File: config.mk
export PLATFORM = sky130hd
export DESIGN_NAME = seq_multiplier_flat
export DESIGN_NICKNAME = d
export VERILOG_FILES = /design/src/rtl/seq_multiplier_if.sv /design/src/rtl/seq_multiplier.sv /design/src/flat_wrapper.sv
export SDC_FILE = /design/constraint.sdc
export NUM_CORES = 1
export LEC_CHECK = 0
export CAP_MARGIN = 20
export CORE_MARGIN = 10
export CORE_UTILIZATION = 35
export CTS_CLUSTER_SIZE = 8
export DETAILED_ROUTE_END_ITERATION = 10
export HOLD_SLACK_MARGIN = 0.03
export PLACE_DENSITY = 0.54
export SYNTH_ARGS = -nofsm -noshare
export SYNTH_HDL_FRONTEND = slang
export SYNTH_SLANG_ARGS = --single-unit
File: constraint.sdc
create_clock -name clk -period 2 [get_ports clk]
set_input_delay 0.4 -clock clk [delete_from_list [all_inputs] [get_ports clk]]
set_output_delay 0.4 -clock clk [all_outputs]
set_load 0.005 [all_outputs]
File: src/rtl/seq_multiplier_if.sv
// Request/acknowledge bus between a requester and the sequential multiplier.
interface seq_multiplier_if #(
  parameter int unsigned DW = 4
);
  logic              req;
  logic [2*DW-1:0]   req_data;
  logic              ack;
  logic [2*DW-1:0]   ack_data;

  // Requester side: drives operands, receives the product.
  modport master (
    output req,
    output req_data,
    input  ack,
    input  ack_data
  );

  // Multiplier side: consumes operands, returns the product.
  modport slave (
    input  req,
    input  req_data,
    output ack,
    output ack_data
  );
endinterface

File: src/rtl/seq_multiplier.sv
// Sequential unsigned multiplier built on repeated addition.
// A request {op1, op2} is captured in IDLE. ADD then accumulates the addend
// once per cycle until the counter runs out. DONE hands the accumulator to a
// registered output stage, so ack appears one edge after the DONE cycle.
// Optional feature macro: SEQ_MUL_MIN_OP_EN. When it is defined, the smaller
// operand is loaded into the counter, which shortens latency to min(op1,op2)+2.
module seq_multiplier #(
  parameter int unsigned DW = 4
) (
  input  logic              clk,
  input  logic              rst_n,
  seq_multiplier_if.slave   bus
);

  localparam int unsigned PW = 2 * DW;

  typedef enum logic [1:0] {
    IDLE,
    ADD,
    DONE
  } state_t;

  state_t         state_q, state_d;
  logic [DW-1:0]  addend_q, addend_d;
  logic [DW-1:0]  cnt_q, cnt_d;
  logic [PW-1:0]  acc_q, acc_d;
  logic [PW-1:0]  ack_data_q, ack_data_d;
  logic           ack_q, ack_d;

  logic [DW-1:0]  op1_c;
  logic [DW-1:0]  op2_c;

  // Split the request payload into its two unsigned operands.
  assign op1_c = bus.req_data[PW-1:DW];
  assign op2_c = bus.req_data[DW-1:0];

  // Next-state and datapath updates; every register holds unless told otherwise.
  always_comb begin
    state_d    = state_q;
    addend_d   = addend_q;
    cnt_d      = cnt_q;
    acc_d      = acc_q;
    ack_data_d = ack_data_q;
    ack_d      = 1'b0;

    unique case (state_q)
      IDLE: begin
        if (bus.req) begin
`ifdef SEQ_MUL_MIN_OP_EN
          if (op1_c < op2_c) begin
            cnt_d    = op1_c;
            addend_d = op2_c;
          end else begin
            cnt_d    = op2_c;
            addend_d = op1_c;
          end
`else
          cnt_d    = op2_c;
          addend_d = op1_c;
`endif
          acc_d   = '0;
          state_d = ADD;
        end
      end

      ADD: begin
        if (cnt_q != '0) begin
          acc_d = acc_q + PW'(addend_q);
          cnt_d = cnt_q - DW'(1);
        end else begin
          state_d = DONE;
        end
      end

      DONE: begin
        // The output stage latches the result here, so ack rises as FSM re-enters IDLE.
        ack_d      = 1'b1;
        ack_data_d = acc_q;
        state_d    = IDLE;
      end

      default: begin
        state_d = IDLE;
      end
    endcase
  end

  // State, datapath and output registers with synchronous active-high reset.
  always_ff @(posedge clk) begin
    if (rst_n) begin
      state_q    <= IDLE;
      addend_q   <= '0;
      cnt_q      <= '0;
      acc_q      <= '0;
      ack_data_q <= '0;
      ack_q      <= 1'b0;
    end else begin
      state_q    <= state_d;
      addend_q   <= addend_d;
      cnt_q      <= cnt_d;
      acc_q      <= acc_d;
      ack_data_q <= ack_data_d;
      ack_q      <= ack_d;
    end
  end

  assign bus.ack      = ack_q;
  assign bus.ack_data = ack_data_q;

endmodule

File: src/flat_wrapper.sv
// flat-port wrapper written by rule: the top's interface ports become plain ports
module seq_multiplier_flat 
#(
  parameter int unsigned DW = 4
)
  (clk, rst_n, bus_req, bus_req_data, bus_ack, bus_ack_data);
  seq_multiplier_if #(.DW(DW)) bus_i ();
  input  logic clk;
  input  logic rst_n;
  input wire logic [$bits(bus_i.req)-1:0] bus_req;
  input wire logic [$bits(bus_i.req_data)-1:0] bus_req_data;
  output wire logic [$bits(bus_i.ack)-1:0] bus_ack;
  output wire logic [$bits(bus_i.ack_data)-1:0] bus_ack_data;
  assign bus_i.req = bus_req;
  assign bus_i.req_data = bus_req_data;
  assign bus_ack = bus_i.ack;
  assign bus_ack_data = bus_i.ack_data;
  seq_multiplier #(.DW(DW)) u_core (.clk(clk), .rst_n(rst_n), .bus(bus_i));
endmodule
==> qor_table.md <==
| Item | This run |
|:---|:---|
| Run status | completed |
| Number of detailed-route iterations in the first pass | 4 |
| Data required time of the worst path | 2270 ps |
| Diode count | 0 |
| Critical path startpoint category | flop |
| Power per unit of standard cell area | 694.1 nW/um^2 |
| Top-area cell type share of the netlist area | 0.4364 |
| Post-synthesis net count | 162 |
| Number of buffers added to fix hold violations after cts | 0 |
| Number of placed I/O pins | 20 |
| TritonCTS buffer count | 3 |
| Min-Delay Startpoint | u_core.bus.ack_data[4] |
| TritonCTS clock tree | yes |
| Antenna violations before repair | 0 |
| Worst-skew pair later-pin latency | 330 ps |
| Data arrival, critical path | 2100 ps |
| DRC violations left | 0 |
| Library cell with the highest instance count after synthesis | sky130_fd_sc_hd__dfxtp_1 |
| Via count of the first global-routing pass | 1068 |
| Hold Violations, Final | 0 |
| Total number of vias | 1059 |
| Hold depth | 2 |
| CTS-repair resized insts | 0 |
| Placer congestion estimate | 0.8202 |
| Starting density of the core | 0.3654 |
| Worst reg2reg setup slack | 170 ps |
| Die width | 79.49 microns |
| Tot Pwr | 1059 uW |
| P_leak | 0.0005861 uW |
| Detail-routed via count per cell | 4.995 |
| Wirelength, routed | 2758 microns |
| Clock-pin slew reported for the worst setup and hold paths after clock tree synthesis | 150 ps |
| Category of the worst setup path capture point | flop |
| Worst Max-Slew Pin Slew | 516.9 ps |
| Most frequent cells after synthesis | 27 x sky130_fd_sc_hd__dfxtp_1, 24 x sky130_fd_sc_hd__nand2_1, 18 x sky130_fd_sc_hd__a21oi_1, 11 x sky130_fd_sc_hd__nor2_1, 8 x sky130_fd_sc_hd__mux2i_1 |
| Sequential power share | 0.559 |
| Post-Route Setup TNS | 0 ps |
| Area growth, synth to finish | 23.23% |
| Number of nets with antenna violations after routing | 0 |
| Worst ir drop on vdd | 0.3107 mV |
| RR Startpoint | u_core.cnt_q[0] |
| YS warnings | 0 |
| Fill cell total of the finished layout | 341 |
| Synthesized area per cell | 8.543 sq um |
| Cell count after synthesis | 145 |
| Tightest Hold Check Type | flop to flop |
| Total global routing overflow | 0 |
| First-pass GRT wire length | 4747 microns |
| Net switching component of the power | 313.9 uW |
| Site row count | 21 |
| Biggest area contributors in the synthesized netlist | sky130_fd_sc_hd__dfxtp_1 44%, sky130_fd_sc_hd__a21oi_1 7.3%, sky130_fd_sc_hd__nand2_1 7.3%, sky130_fd_sc_hd__mux2i_1 6.5%, sky130_fd_sc_hd__ha_1 5.1% |
| Synth cell types | 35 |
| Maximum level of the CTS H-tree | 1 |
| Number of DRC markers after the initial detailed-route iteration | 39 |
| Pin count of the biggest net entering global routing | 17 |
| Register bit total from synthesis | 27 |
| Worst setup path class | flop to flop |
| Maximum fanout encountered on the critical timing path | 10 |
| Clock share of power | 0.231 |
| Reg2reg end | u_core.acc_q[4] |
| Worst Hold Path EP | u_core.bus.ack_data[4] |
| Number of nets in the final layout | 184 |
| Worst-case reg-to-reg path depth | 7 |
| Post-synthesis async set-or-reset flop share | 0 |
| Half-perimeter wire length of the detailed placement result | 2191 microns |
| Post-route clock skew | 6.654 ps |
| Post-CTS setup buffers | 0 |
| Clk buf depth | 2 |
| Sequential cell area fraction in the yosys report | 0.4364 |
| Register cell area after layout | 540.5 sq um |
| Root buffer cell | sky130_fd_sc_hd__clkbuf_4 |
| Normalized max-slew margin | 0.6547 |
| F_max | 547.1 MHz |
| Count of pins over their slew limit | 0 |
| Number of flops mapped to enable cells by yosys | 0 |
| Reported max-cap violation count | 0 |
| Count of buffers inserted at the top-level ports | 19 |
| Cell internal power dissipation | 745.5 uW |
| Multi-input gate area | 663.1 sq um |
| Portion of total power attributed to combinational logic | 0.210 |
| Floorplan Core Area | 3390 sq um |
| Area enclosed by the die boundary | 6319 sq um |
| Period Utilization, post-route | 0.9140 |
| Fin crit period | 1828 ps |
| Global router's overall resource usage | 0.09171 |
| Fraction of layout cells with a size suffix above 1 | 0.06024 |
| Unrepaired setup endpoints after global routing | no |
| Drt wl/cell | 13.01 microns |
| CTS Sinks | 27 |
| Area leader, netlist | sky130_fd_sc_hd__dfxtp_1 |
| Setup violation total in the final timing report | 0 |
| Netlist Area Pre-Place | 1239 sq um |
| Top_reg_cell synth | sky130_fd_sc_hd__dfxtp_1 |
| Height of the chip | 79.49 microns |
| Proportion of total power due to net switching | 0.2963 |
-- cell type report --
| cell class | instances | share of cell area |
|---|---|---|
| multi-input combinational | 109 | 0.4344 |
| timing repair buffer | 24 | 0.1492 |
| tap | 46 | 0.03771 |
| inverter | 2 | 0.004918 |
| sequential | 27 | 0.3541 |
| clock buffer | 3 | 0.01475 |
| clock inverter | 1 | 0.004918 |
-- stage by stage --
stage | hold slack (ps) | cell area, sq um | cells | worst slack [ps] | utilization
floorplan | 440.7 | 1239 | 145 | 316.4 | -
global placement | 445.2 | 1496 | 208 | 85.88 | 0.4415
detailed placement | 447.5 | 1496 | 208 | 61.77 | 0.4415
CTS | 467.4 | 1526 | 212 | 172.4 | 0.4504
global route | 479.8 | 1526 | 212 | 57.59 | 0.4504
finish | 465.9 | 1526 | 212 | 172.0 | 0.4504
-- registers in the layout, indices dropped and copies added, names as in the netlist --
register / flops
u_core.bus.ack_data: 8
u_core.cnt_q: 4
u_core.state_q: 2
u_core.bus.ack: 1
u_core.acc_q: 8
u_core.addend_q: 4
-- power groups by stage --
stage	clock network, uW	logic (uW)	registers, uW
finish	245	222	592
global route	285	251	597
CTS	258	223	592
detailed placement	0	222	604
global placement	0	219	603
floorplan	0	154	596
-- cells in the final DEF (no fill, tap or decap) --
master,n
sky130_fd_sc_hd__buf_4,5
sky130_fd_sc_hd__clkbuf_4,3
sky130_fd_sc_hd__nor2b_1,2
sky130_fd_sc_hd__or4b_1,1
sky130_fd_sc_hd__inv_1,2
sky130_fd_sc_hd__clkdlybuf4s50_1,19
sky130_fd_sc_hd__or3_1,3
sky130_fd_sc_hd__nor2_1,11
sky130_fd_sc_hd__a21oi_1,18
sky130_fd_sc_hd__o21a_1,1
sky130_fd_sc_hd__a2bb2oi_1,1
sky130_fd_sc_hd__or4_1,1
sky130_fd_sc_hd__and2_1,1
sky130_fd_sc_hd__nand2_1,24
sky130_fd_sc_hd__and4bb_1,1
sky130_fd_sc_hd__nand3_1,5
sky130_fd_sc_hd__a22oi_1,1
sky130_fd_sc_hd__xor2_1,1
sky130_fd_sc_hd__nor3b_1,2
sky130_fd_sc_hd__o41ai_1,1
sky130_fd_sc_hd__clkinvlp_4,1
sky130_fd_sc_hd__o21bai_1,2
sky130_fd_sc_hd__a211oi_1,2
sky130_fd_sc_hd__fa_1,1
sky130_fd_sc_hd__nor3_1,2
sky130_fd_sc_hd__nor4_1,1
sky130_fd_sc_hd__a21o_1,2
sky130_fd_sc_hd__mux2i_1,8
sky130_fd_sc_hd__o31ai_1,1
sky130_fd_sc_hd__or2_2,1
sky130_fd_sc_hd__or2_1,1
sky130_fd_sc_hd__o21ai_1,1
sky130_fd_sc_hd__o21ai_0,5
sky130_fd_sc_hd__dfxtp_1,27
sky130_fd_sc_hd__nand2b_1,3
sky130_fd_sc_hd__ha_1,5
-- critical path, cell delays in order, from the launching register on --
cell and delay, ps:
sky130_fd_sc_hd__dfxtp_1 360, sky130_fd_sc_hd__inv_1 70, sky130_fd_sc_hd__ha_1 230, sky130_fd_sc_hd__and4bb_1 220, sky130_fd_sc_hd__or2_1 240, sky130_fd_sc_hd__buf_4 170
sky130_fd_sc_hd__or3_1 340, sky130_fd_sc_hd__a21oi_1 140
-- worst max-delay path by stage --
stage / from / end / slack [ps] / depth (start not counted)
finish: u_core.cnt_q[0] / u_core.acc_q[4] / 170 / 7
global route: u_core.acc_q[0] / u_core.acc_q[6] / 60 / 6
CTS: u_core.cnt_q[0] / u_core.acc_q[4] / 170 / 7
detailed placement: bus_req / u_core.acc_q[4] / 60 / 6
global placement: bus_req / u_core.acc_q[4] / 90 / 6
floorplan: u_core.cnt_q[0] / u_core.acc_q[4] / 320 / 7
-- cell families (layout without fill, tap and decap cells) --
kind of cell | count (synthesis) | in the layout | synth area share
AO/OA/AOI/OAI | 35 | 35 | 0.1657
AND/OR/NAND/NOR | 59 | 59 | 0.2313
adder cells (fa/ha/maj) | 6 | 6 | 0.06667
multiplexers | 8 | 8 | 0.06465
buffers and inverters | 9 | 30 | 0.02828
flip-flops | 27 | 27 | 0.4364
XOR/XNOR | 1 | 1 | 0.007072
-- routing by layer --
layer,track usage,part of all wire,wire length (microns)
met2,0.1610,0.49,1353
met1,0.1053,0.47,1301
met5,0,0,0
met4,0.03226,0.0073,20
met3,0.02140,0.030,82
(Power assumes the default switching activity.)
